`src/rtl/acc_alu_if.sv`:
```
// Command/result bundle for the accumulator ALU.
// The master side issues commands and the slave side (the ALU) returns
// the accumulator, the status flags and the handshake.
interface acc_alu_if #(
   parameter int WIDTH = 16
);
   logic             in_valid;
   logic             in_ready;
   logic [2:0]       op;
   logic [WIDTH-1:0] operand;
   logic [WIDTH-1:0] acc_out;
   logic             out_valid;
   logic             zero;
   logic             carry;
   logic             overflow;
   logic             busy;

   modport master (
      output in_valid, op, operand,
      input  in_ready, acc_out, out_valid, zero, carry, overflow, busy
   );

   modport slave (
      input  in_valid, op, operand,
      output in_ready, acc_out, out_valid, zero, carry, overflow, busy
   );
endinterface

```
`src/rtl/acc_alu.sv`:
```
// Accumulator ALU with status flags and an optional shift-add multiplier.
//
// state   | meaning
// --------+---------------------------------------------------------------
// ST_IDLE | ready for a command; single-cycle ops complete on acceptance
// ST_MUL  | shift-add multiply running, one multiplier bit per cycle;
//         | acc_out and flags keep their pre-multiply values
module acc_alu #(
   parameter int WIDTH  = 16,
   parameter int MUL_EN = 1
) (
   input logic       clk,
   input logic       rst_n,
   acc_alu_if.slave  bus
);
   localparam int CW     = $clog2(WIDTH) + 1;
   localparam bit MUL_ON = (MUL_EN != 0);

   localparam logic [2:0] OP_CLR  = 3'b000;
   localparam logic [2:0] OP_ADD  = 3'b001;
   localparam logic [2:0] OP_SUB  = 3'b010;
   localparam logic [2:0] OP_LOAD = 3'b011;
   localparam logic [2:0] OP_AND  = 3'b100;
   localparam logic [2:0] OP_OR   = 3'b101;
   localparam logic [2:0] OP_MUL  = 3'b110;

   typedef enum logic {ST_IDLE, ST_MUL} state_t;

   state_t             state_q, state_d;
   logic [WIDTH-1:0]   acc_q, acc_d;
   logic               zero_q, zero_d;
   logic               carry_q, carry_d;
   logic               ovf_q, ovf_d;
   logic               out_valid_q, out_valid_d;
   logic [CW-1:0]      cnt_q, cnt_d;
   logic [2*WIDTH-1:0] mcand_q, mcand_d;
   logic [2*WIDTH-1:0] prod_q, prod_d;
   logic [WIDTH-1:0]   mplier_q, mplier_d;

   logic               accept;
   logic               wr_acc;
   logic [WIDTH:0]     add_full;
   logic [WIDTH:0]     sub_full;
   logic [2*WIDTH-1:0] prod_next;

   assign accept    = bus.in_valid && (state_q == ST_IDLE);
   // The extra top bit of sub_full is the unsigned borrow.
   assign add_full  = {1'b0, acc_q} + {1'b0, bus.operand};
   assign sub_full  = {1'b0, acc_q} - {1'b0, bus.operand};
   assign prod_next = prod_q + (mplier_q[0] ? mcand_q : '0);

   assign bus.in_ready  = (state_q == ST_IDLE);
   assign bus.busy      = (state_q == ST_MUL);
   assign bus.acc_out   = acc_q;
   assign bus.out_valid = out_valid_q;
   assign bus.zero      = zero_q;
   assign bus.carry     = carry_q;
   assign bus.overflow  = ovf_q;

   // Next-state, datapath and flag computation.
   always_comb begin
      state_d     = state_q;
      acc_d       = acc_q;
      zero_d      = zero_q;
      carry_d     = carry_q;
      ovf_d       = ovf_q;
      out_valid_d = 1'b0;
      cnt_d       = cnt_q;
      mcand_d     = mcand_q;
      prod_d      = prod_q;
      mplier_d    = mplier_q;
      wr_acc      = 1'b0;

      unique case (state_q)
         ST_IDLE: begin
            if (accept) begin
               out_valid_d = 1'b1;
               case (bus.op)
                  OP_CLR: begin
                     acc_d   = '0;
                     carry_d = 1'b0;
                     ovf_d   = 1'b0;
                     wr_acc  = 1'b1;
                  end
                  OP_ADD: begin
                     acc_d   = add_full[WIDTH-1:0];
                     carry_d = add_full[WIDTH];
                     ovf_d   = (acc_q[WIDTH-1] == bus.operand[WIDTH-1]) &&
                               (add_full[WIDTH-1] != acc_q[WIDTH-1]);
                     wr_acc  = 1'b1;
                  end
                  OP_SUB: begin
                     acc_d   = sub_full[WIDTH-1:0];
                     carry_d = sub_full[WIDTH];
                     ovf_d   = (acc_q[WIDTH-1] != bus.operand[WIDTH-1]) &&
                               (sub_full[WIDTH-1] != acc_q[WIDTH-1]);
                     wr_acc  = 1'b1;
                  end
                  OP_LOAD: begin
                     acc_d   = bus.operand;
                     carry_d = 1'b0;
                     ovf_d   = 1'b0;
                     wr_acc  = 1'b1;
                  end
                  OP_AND: begin
                     acc_d   = acc_q & bus.operand;
                     carry_d = 1'b0;
                     ovf_d   = 1'b0;
                     wr_acc  = 1'b1;
                  end
                  OP_OR: begin
                     acc_d   = acc_q | bus.operand;
                     carry_d = 1'b0;
                     ovf_d   = 1'b0;
                     wr_acc  = 1'b1;
                  end
                  OP_MUL: begin
                     // Without the multiplier this falls through as a NOP.
                     if (MUL_ON) begin
                        out_valid_d = 1'b0;
                        state_d     = ST_MUL;
                        mcand_d     = {{WIDTH{1'b0}}, acc_q};
                        mplier_d    = bus.operand;
                        prod_d      = '0;
                        cnt_d       = CW'(WIDTH - 1);
                     end
                  end
                  default: ;
               endcase
            end
         end
         ST_MUL: begin
            prod_d   = prod_next;
            mcand_d  = mcand_q << 1;
            mplier_d = mplier_q >> 1;
            if (cnt_q == '0) begin
               state_d     = ST_IDLE;
               acc_d       = prod_next[WIDTH-1:0];
               carry_d     = |prod_next[2*WIDTH-1:WIDTH];
               ovf_d       = 1'b0;
               out_valid_d = 1'b1;
               wr_acc      = 1'b1;
            end else begin
               cnt_d = cnt_q - 1'b1;
            end
         end
         default: state_d = ST_IDLE;
      endcase

      if (wr_acc) begin
         zero_d = (acc_d == '0);
      end
   end

   // State, accumulator, flags and multiplier working registers.
   always_ff @(posedge clk or negedge rst_n) begin
      if (!rst_n) begin
         state_q     <= ST_IDLE;
         acc_q       <= '0;
         zero_q      <= 1'b1;
         carry_q     <= 1'b0;
         ovf_q       <= 1'b0;
         out_valid_q <= 1'b0;
         cnt_q       <= '0;
         mcand_q     <= '0;
         prod_q      <= '0;
         mplier_q    <= '0;
      end else begin
         state_q     <= state_d;
         acc_q       <= acc_d;
         zero_q      <= zero_d;
         carry_q     <= carry_d;
         ovf_q       <= ovf_d;
         out_valid_q <= out_valid_d;
         cnt_q       <= cnt_d;
         mcand_q     <= mcand_d;
         prod_q      <= prod_d;
         mplier_q    <= mplier_d;
      end
   end
endmodule

```
`src/flat_wrapper.sv`:
```
// flat-port wrapper written by rule: the top's interface ports become plain ports
module acc_alu_flat 
#(
   parameter int WIDTH  = 16,
   parameter int MUL_EN = 1
)
  (clk, rst_n, bus_in_valid, bus_op, bus_operand, bus_in_ready, bus_acc_out, bus_out_valid, bus_zero, bus_carry, bus_overflow, bus_busy);
  acc_alu_if #(.WIDTH(WIDTH)) bus_i ();
  input logic clk;
  input logic rst_n;
  input wire logic [$bits(bus_i.in_valid)-1:0] bus_in_valid;
  input wire logic [$bits(bus_i.op)-1:0] bus_op;
  input wire logic [$bits(bus_i.operand)-1:0] bus_operand;
  output wire logic [$bits(bus_i.in_ready)-1:0] bus_in_ready;
  output wire logic [$bits(bus_i.acc_out)-1:0] bus_acc_out;
  output wire logic [$bits(bus_i.out_valid)-1:0] bus_out_valid;
  output wire logic [$bits(bus_i.zero)-1:0] bus_zero;
  output wire logic [$bits(bus_i.carry)-1:0] bus_carry;
  output wire logic [$bits(bus_i.overflow)-1:0] bus_overflow;
  output wire logic [$bits(bus_i.busy)-1:0] bus_busy;
  assign bus_i.in_valid = bus_in_valid;
  assign bus_i.op = bus_op;
  assign bus_i.operand = bus_operand;
  assign bus_in_ready = bus_i.in_ready;
  assign bus_acc_out = bus_i.acc_out;
  assign bus_out_valid = bus_i.out_valid;
  assign bus_zero = bus_i.zero;
  assign bus_carry = bus_i.carry;
  assign bus_overflow = bus_i.overflow;
  assign bus_busy = bus_i.busy;
  acc_alu #(.WIDTH(WIDTH), .MUL_EN(MUL_EN)) u_core (.clk(clk), .rst_n(rst_n), .bus(bus_i));
endmodule
```
`config.mk`:
```
export PLATFORM = sky130hd
export DESIGN_NAME = acc_alu_flat
export DESIGN_NICKNAME = d
export VERILOG_FILES = /design/src/rtl/acc_alu_if.sv /design/src/rtl/acc_alu.sv /design/src/flat_wrapper.sv
export SDC_FILE = /design/constraint.sdc
export NUM_CORES = 1
export LEC_CHECK = 0
export CAP_MARGIN = 30
export CORE_MARGIN = 4
export CORE_UTILIZATION = 40
export DETAILED_ROUTE_END_ITERATION = 7
export PLACE_DENSITY_LB_ADDON = 0.3
export SKIP_CTS_REPAIR_TIMING = 1
export SYNTH_ARGS = -nofsm -noshare
export SYNTH_HDL_FRONTEND = slang
export SYNTH_SLANG_ARGS = --single-unit
```
`constraint.sdc`:
```
create_clock -name clk -period 9.2 [get_ports clk]
set_input_delay 2.76 -clock clk [delete_from_list [all_inputs] [get_ports clk]]
set_output_delay 2.76 -clock clk [all_outputs]
set_load 0.02 [all_outputs]
```
After elaboration in Yosys (flattened, before gate mapping)
Index checks and enable logic that the tools add are counted.
Widths: inputs -> output; s select.
{"block": "word_totals", "in_bits": 22, "ff_bits": 106, "elab_cells": 81}
{"block": "classes", "reduce_logical": 12, "eq_ne": 15, "add_sub_neg": 4, "mux": 37, "bitwise_logic": 3}
{"cell": "$mux 32", "n": 5}
{"cell": "$pmux 32 s2", "n": 2}
{"cell": "$pmux 16 s6", "n": 1}
{"cell": "$mux 16", "n": 4}
{"cell": "$pmux 16 s2", "n": 2}
{"cell": "$add 32x32->32", "n": 1}
{"cell": "$add 16x16->17", "n": 1}
{"cell": "$sub 16x16->17", "n": 1}
{"cell": "$and 16x16->16", "n": 1}
{"cell": "$logic_not 16->1", "n": 1}
{"cell": "$or 16x16->16", "n": 1}
{"cell": "$reduce_or 16->1", "n": 1}
{"cell": "$mux 5", "n": 3}
{"cell": "$mux 1", "n": 12}
{"cell": "$pmux 1 s2", "n": 5}
{"cell": "$pmux 5 s2", "n": 1}
{"cell": "$eq 3x3->1 const B", "n": 3}
{"cell": "$eq 3x2->1 const B", "n": 2}
{"cell": "$pmux 1 s3", "n": 2}
{"cell": "$reduce_and 3->1", "n": 2}
{"cell": "$reduce_or 6->1", "n": 1}
{"cell": "$logic_not 5->1", "n": 1}
{"cell": "$sub 5x1->5 const B", "n": 1}
{"cell": "$ne 2x1->1 const B", "n": 2}
{"cell": "other kinds (10)", "n": 15}

Depth between registers and ports, before layout
Gate-level depths: netlist of the first run.
{"block": "logic_depth", "depth_word": 6, "mapped_depth": 14}

Worst setup path after synthesis of the first run
No wires, ideal clock.
{"block": "synth_path", "kind": "input port to flip-flop", "start": "input bus_operand[0]", "end": "register u_core.zero_q (netlist: u_core.bus.zero)", "arrival_time_ps": 5499, "stages": 12, "slack_ps": 3603, "path_buffers": 0, "cell_sequence": "ha_1 > fa_1 > a21o_1 > and4_1 > nor2_1 > o21a_1 > o221ai_1 > a32o_1 > or4b_1 > nor4_2 > nand3_1 > o41ai_2"}
{"block": "synth_between", "elab_chain_len": 5}
{"item": "start: declaration", "line_no": "flat_wrapper.sv:13", "text": "input wire logic [$bits(bus_i.operand)-1:0] bus_operand;"}
{"item": "$sub 16x16->17 or $add 16x16->17 (tied branches)", "line_no": "acc_alu.sv:49, acc_alu.sv:48"}
{"item": "$pmux 16 s6 *", "line_no": "acc_alu.sv:78", "text": "case (bus.op)"}
{"item": "$mux 16 *", "line_no": "acc_alu.sv:76", "text": "if (accept) begin"}
{"item": "$pmux 16 s2 *", "line_no": "acc_alu.sv:74", "text": "unique case (state_q)"}
{"item": "net u_core.acc_d[8]", "line_no": "acc_alu.sv:30", "text": "logic [WIDTH-1:0] acc_q, acc_d;"}
{"item": "$logic_not 16->1 *", "line_no": "acc_alu.sv:151", "text": "zero_d = (acc_d == '0);"}
{"item": "end signal: assignment", "line_no": "acc_alu.sv:171", "text": "zero_q <= zero_d;"}
{"item": "end: declaration", "line_no": "acc_alu.sv:31", "text": "logic zero_q, zero_d;"}
Mark *: on every way through the listed nets, which the timed path passes. The rest lies on a longest branch.
A chain may end at the register's enable or synchronous reset.

Worst setup path in the final report of the first run
{"block": "layout_path", "start": "input bus_op[1]", "end": "register u_core.zero_q (netlist: u_core.bus.zero)"}
{"block": "layout_between", "elab_chain_len": 5}
{"item": "start: declaration", "line_no": "flat_wrapper.sv:12", "text": "input wire logic [$bits(bus_i.op)-1:0] bus_op;"}
{"item": "$eq 3x3->1, or another cell as far along", "line_no": "acc_alu.sv:78"}
{"item": "$pmux 16 s6 *", "line_no": "acc_alu.sv:78"}
{"item": "$mux 16 *", "line_no": "acc_alu.sv:76"}
{"item": "$pmux 16 s2 *", "line_no": "acc_alu.sv:74"}
{"item": "net u_core.acc_d[2]", "line_no": "acc_alu.sv:30"}
{"item": "$logic_not 16->1 *", "line_no": "acc_alu.sv:151"}
Marked as above.

==> impl_metrics.tcl, run 1 <==
set metrics [dict create \
    grt_max_degree 94 \
    drive_gt1_share_pct 3.53 \
    hold_class "reg2reg" \
    place_congestion 0.974 \
    overflow 0 \
    relSlewSlack_pct 34.9 \
    maxCapViolations 0 \
    cts_buffers 9 \
    worst_pin_slew_ps 975 \
    die-width_um 156 \
    nets 1208 \
    drv_slew 0 \
    clkPwrFrac_pct 14.6 \
    fmax_ghz 0.160 \
    ys_seq_elements 106 \
    clk_pin_slew_ps 80 \
    switchingPower_mw 1.35 \
    power.internal_mw 1.44 \
    die_h_um 156 \
    place_ws_ps 2640 \
    core.rowCount 54 \
    final_hold_viol_count 0 \
    wire_per_inst_um 19.0 \
    outcome "finished, final reports clean" \
    ioPinCount 44 \
    fp.dieArea_um2 24500 \
    crit_path_end_kind "flip-flop" \
    drc 0 \
    syn-num-nets 1211 \
    fin_tns_setup_ps 0 \
    grt_pass1_vias 7929 \
    ant_nets 0 \
    crit_required_ps 9470 \
    clockRootBuffer "clkbuf_16" \
    antenna_found_initial 0 \
    path_max_fanout 17 \
    cp-start-kind "primary input" \
    cts_buffer_depth 2 \
    crit_type "in2reg" \
    clk-insertion-delay-late_ps 360 \
    cts_max_level 3 \
    synth_top_area_share_pct 29.8 \
    yosysTopAreaCell "dfrtp_1" \
    seq_power_share_pct 31.9 \
    synth_warnings 0 \
    avgSynthCellArea_um2 7.99 \
    yosys-top-cells-area "dfrtp_1, ha_1, nand2_1" \
    hpwl_um 19400 \
    synth_commonest_cells "nand2_1, o21ai_0, dfrtp_1, a21oi_1, ha_1" \
    port_buffers 43 \
    fillers 2209 \
    synth_edf_count 0 \
    placed_cells 1368 \
    drt_iter0_markers 605 \
    cp.arrival_ps 6520 \
    p_comb_share_pct 53.5 \
    drt_pass1_iterations 8 \
    final_util_pct 44.6 \
    async_reset_ff_share_pct 100 \
    synth_area_um2 8810 \
    grt_pass1_wl_um 42400 \
    layout_setup_ws_ps 2950 \
    p_per_area_nw_per_um2 288 \
    power_leakage_nw 4.42 \
    core-area_um2 21800 \
    cts.sinks 106 \
    synth-main-ff-cell "dfrtp_1" \
    viasPerCell 5.82 \
    vias 8060 \
    synth_cells 1102 \
    synthDistinctLibCells 72 \
    cts_tree "built" \
    swShare_pct 48.6 \
    area_growth_pct 10.0 \
    finalSetupViolCount 0 \
    yosysMostFrequentCell "nand2_1" \
    yosysSeqAreaShare_pct 30.1 \
    finalCriticalPeriod_ps 6250 \
    rsz0062_at_grt "false" \
    wirelength_um 26400 \
    post-route-period-util_pct 67.9 \
    stdcell_count 1384 \
    vdd_ir_drop_max_uv 127 \
    hold_slack_ps 493 \
    grt_usage_pct 21.5 \
    antenna_cells 0 \
    start_util_pct 40.5 \
    finalClockSkew_ps 5.38 \
]
## sequential cells by signal, summed over array words and instances, names as in the netlist
name                  count
u_core.bus.carry          1
u_core.mplier_q          16
u_core.mcand_q           32
u_core.bus.acc_out       16
u_core.bus.zero           1
u_core.bus.out_valid      1
u_core.bus.overflow       1
u_core.prod_q            32
u_core.cnt_q              5
u_core.bus.busy           1
## worst max-delay path: stages
cell	delay, ps
clkdlybuf4s50_1	730
nor2b_1	450
nand2_1	600
o22ai_1	140
a21oi_1	170
o21ai_1	90
or4_1	560
or4b_1	500
nor4_2	170
nand3_1	130
o41ai_2	210
## routing by layer
layer	share of wire, %	vias to the layer above	wire length (um)	track usage [%]
li1	-	3923	-	-
met4	2.2	0	590	5.83
met5	0	-	0	0
met1	45	3838	11900	28.7
met2	47	253	12400	36.2
met3	5.3	46	1400	3.51
## placed cells by master (no fill, tap or decap), drive strengths merged, types with 16 or more instances in the layout
cell type / synthesis / layout
ha: 84 / 84
o21ai: 129 / 129
mux2i: 31 / 31
clkdlybuf4s50: 0 / 42
xor2: 16 / 16
dfrtp: 105 / 105
a21oi: 94 / 94
nand2: 179 / 179
xnor2: 23 / 23
nor2: 53 / 53
nor3: 16 / 16
inv: 58 / 59
nand3: 20 / 20
and2: 38 / 38
## power groups by stage
stage | Sequential [mW] | Combinational [mW] | Clock (mW)
floorplan | 0.829 | 1.05 | 0
global placement | 0.894 | 1.47 | 0
detailed placement | 0.898 | 1.47 | 0
CTS | 0.890 | 1.48 | 0.417
global route | 0.921 | 1.66 | 0.432
finish | 0.891 | 1.49 | 0.407
## cell families after synthesis
kind of cell,count (synthesis),share of synthesized area [%]
adder cells (fa/ha/maj),87,12.6
flip-flops,106,30.1
multiplexers,32,3.65
AND/OR/NAND/NOR,349,18.3
AO/OA/AOI/OAI,368,26.2
buffers and inverters,121,5.27
XOR/XNOR,39,3.88
## metrics by stage
step / instance area [um2] / power [mW]
after global placement: 9400 / 2.36
after global routing: 9690 / 3.02
final: 9690 / 2.79
after detailed placement: 9400 / 2.37
after CTS: 9690 / 2.79
after floorplan: 8810 / 1.88
## path summary, 6_finish.rpt
path                       cells past startpoint  slack [ps]                 from            endpoint
setup / recovery                              11        2950            bus_op[1]     u_core.bus.zero
hold / removal                                 2         490  u_core.mplier_q[10]  u_core.mplier_q[9]
setup reg to reg                              13        4750   u_core.mplier_q[0]    u_core.bus.carry
hold reg to reg                                2         490  u_core.mplier_q[10]  u_core.mplier_q[9]
max in group asynchronous                      2        5550                rst_n     u_core.bus.busy
min in group asynchronous                      1        2490                rst_n  u_core.mcand_q[27]
## area by class of cell
type | instances | area (um2) | area share (%)
clock buffer | 11 | 233 | 2.40
tap | 280 | 350 | 3.61
sequential | 106 | 2660 | 27.4
inverter | 58 | 218 | 2.25
clock inverter | 5 | 63.8 | 0.658
timing repair buffer | 49 | 473 | 4.88
multi-input combinational | 875 | 5700 | 58.8
Power figures use the tool's default switching activity.
==> inputs of run 2 (changes only) <==
Clock period 9.2 ns to 6.2 ns, I/O delays scaled along.
==> run 2 against run 1 <==
Effect of this change:
- final area is 0.94% higher
- largest power group unchanged
- setup slack lost 2000 ps
- clock power grew 49%
- cell count rose by 0.65%
- clock skew up 2.2 ps
- sequential power rose by 49%
- critical path depth up 2
- die area is the same
- hold slack got worse by 7.4 ps
- highest routed layer unchanged
==> impl_metrics.tcl, run 2 (same netlist as run 1, synthesis figures left out) <==
set metrics [dict create \
    vdd_ir_drop_max_uv 185 \
    cpPeakStageDelay_ps 540 \
    relSlewSlack_pct 36.0 \
    crit_required_ps 6460 \
    core.rowCount 54 \
    multi_input_area_um2 5700 \
    start_util_pct 40.5 \
    crit_chain "clkdlybuf4s50_1 > ha_1 > fa_1 > a21o_1 > and4_1 > nor2_1 > o21a_1 > o221ai_1 > a32o_1 > or4b_1 > nor4_2 > nand3_1 > o41ai_2" \
    viasPerCell 5.80 \
    place_congestion 0.999 \
    grt_pass1_vias 8017 \
    mostFrequentLayoutCell "nand2_1" \
    fp.dieArea_um2 24500 \
    finalClockSkew_ps 7.62 \
    grt_max_degree 98 \
    wirelength_um 26300 \
    drt_iter0_markers 638 \
    cts_buffer_depth 2 \
    hold_class "reg2reg" \
    clockRootBuffer "clkbuf_16" \
    finalSetupViolCount 0 \
    nets 1217 \
    hpwl_um 19500 \
    outcome "finished, final reports clean" \
    cp_slowest_cell "or4b_1" \
    top_regs "u_core.mcand_q (32), u_core.prod_q (32)" \
    drv_slew 0 \
    drive_gt1_share_pct 4.49 \
    post-route-period-util_pct 85.1 \
    area_growth_pct 11.1 \
    fmax_ghz 0.190 \
    die-width_um 156 \
    worst_pin_slew_ps 959 \
    port_buffers 43 \
    p_per_area_nw_per_um2 427 \
    clk-insertion-delay-late_ps 360 \
    drt_pass1_iterations 7 \
    wire_per_inst_um 18.9 \
    cts_buffers 9 \
    antenna_cells 0 \
    final_hold_viol_count 0 \
    die_h_um 156 \
    drc 0 \
    cts.sinks 106 \
    r2r_setup_slack_ps 2000 \
    cp-start-kind "primary input" \
    cts_tree "built" \
    fillers 2212 \
    grt_pass1_wl_um 42900 \
    overflow 0 \
    regArea_um2 2660 \
    crit_path_end_kind "flip-flop" \
    vias 8077 \
    finalCriticalPeriod_ps 5280 \
    power_leakage_nw 4.46 \
    stdcell_area_um2 9780 \
    clk_pin_slew_ps 80 \
    antenna_found_initial 0 \
    path_max_fanout 6 \
    place_area_um2 9460 \
    ant_nets 0 \
    mostFrequentLayoutCells "nand2_1, o21ai_0, dfrtp_1" \
    cts_max_level 3 \
    fin_tns_setup_ps 0 \
    crit_type "in2reg" \
    maxCapViolations 0 \
    core-area_um2 21800 \
    cp.arrival_ps 5540 \
    rsz0062_at_grt "false" \
    ioPinCount 44 \
    grt_usage_pct 21.8 \
]
==> run 2: changes by cell type in the layout (fill, tap and decap cells not counted) <==
cell        change
buf_16          +1
nor3_2          +1
clkinv_2        +1
clkbuf_1        -1
clkinv_4        -2
buf_4           +8
clkinvlp_4      +2
nor3_1          -1
==> run 2: final timing paths <==
| kind | end | from | cells after the start |
|---|---|---|---|
| setup / recovery | u_core.bus.zero | bus_operand[0] | 13 |
| hold / removal | u_core.mplier_q[2] | u_core.mplier_q[3] | 2 |
| setup reg to reg | u_core.bus.carry | u_core.mplier_q[0] | 14 |
| hold reg to reg | u_core.mplier_q[2] | u_core.mplier_q[3] | 2 |
| max in group asynchronous | u_core.bus.acc_out[10] | rst_n | 2 |
| min in group asynchronous | u_core.mcand_q[28] | rst_n | 1 |
==> run 2: layout make-up <==
cell class | instances | share of cell area, %
Clock inverter | 6 | 0.678
Inverter | 58 | 2.23
Tap cell | 280 | 3.58
Timing Repair Buffer | 58 | 5.73
Multi-Input combinational cell | 875 | 58.3
Sequential cell | 106 | 27.2
Clock buffer | 10 | 2.34
==> run 2: report_power, final <==
| group | internal (mW) | leakage, nW | switching, mW |
|---|---|---|---|
| logic | 0.884 | 2.94 | 1.36 |
| clock network | 0.316 | 0.140 | 0.289 |
| registers | 0.958 | 1.38 | 0.371 |
==> run 2: metrics by stage <==
step / util [%] / setup slack (ps) / total power, mW / instances / hold WS (ps)
6_report: 45.0 / 924 / 4.18 / 1393 / 486
5_1_grt: 45.0 / 728 / 4.53 / 1393 / 518
4_1_cts: 44.8 / 954 / 4.16 / 1392 / 488
3_5_place_dp: 43.5 / 587 / 3.54 / 1376 / 470
3_3_place_gp: 43.5 / 673 / 3.53 / 1376 / 462
2_1_floorplan: - / 1500 / 2.79 / 1102 / 450
==> run 2: worst max-delay path: cells and delay by family <==
kind | cells | cell delay [ps]
buffers and inverters | 1 | 490
adder cells (fa/ha/maj) | 2 | 690
AND/OR/NAND/NOR | 5 | 1420
AO/OA/AOI/OAI | 5 | 1080
==> run 2: metal layers <==
metal / vias up / wire, um / track usage (%)
met2: 283 / 12200 / 35.8
met1: 3807 / 12000 / 29.5
met3: 47 / 1310 / 3.68
met5: - / 0 / 0
li1: 3940 / - / -
met4: 0 / 738 / 6.53
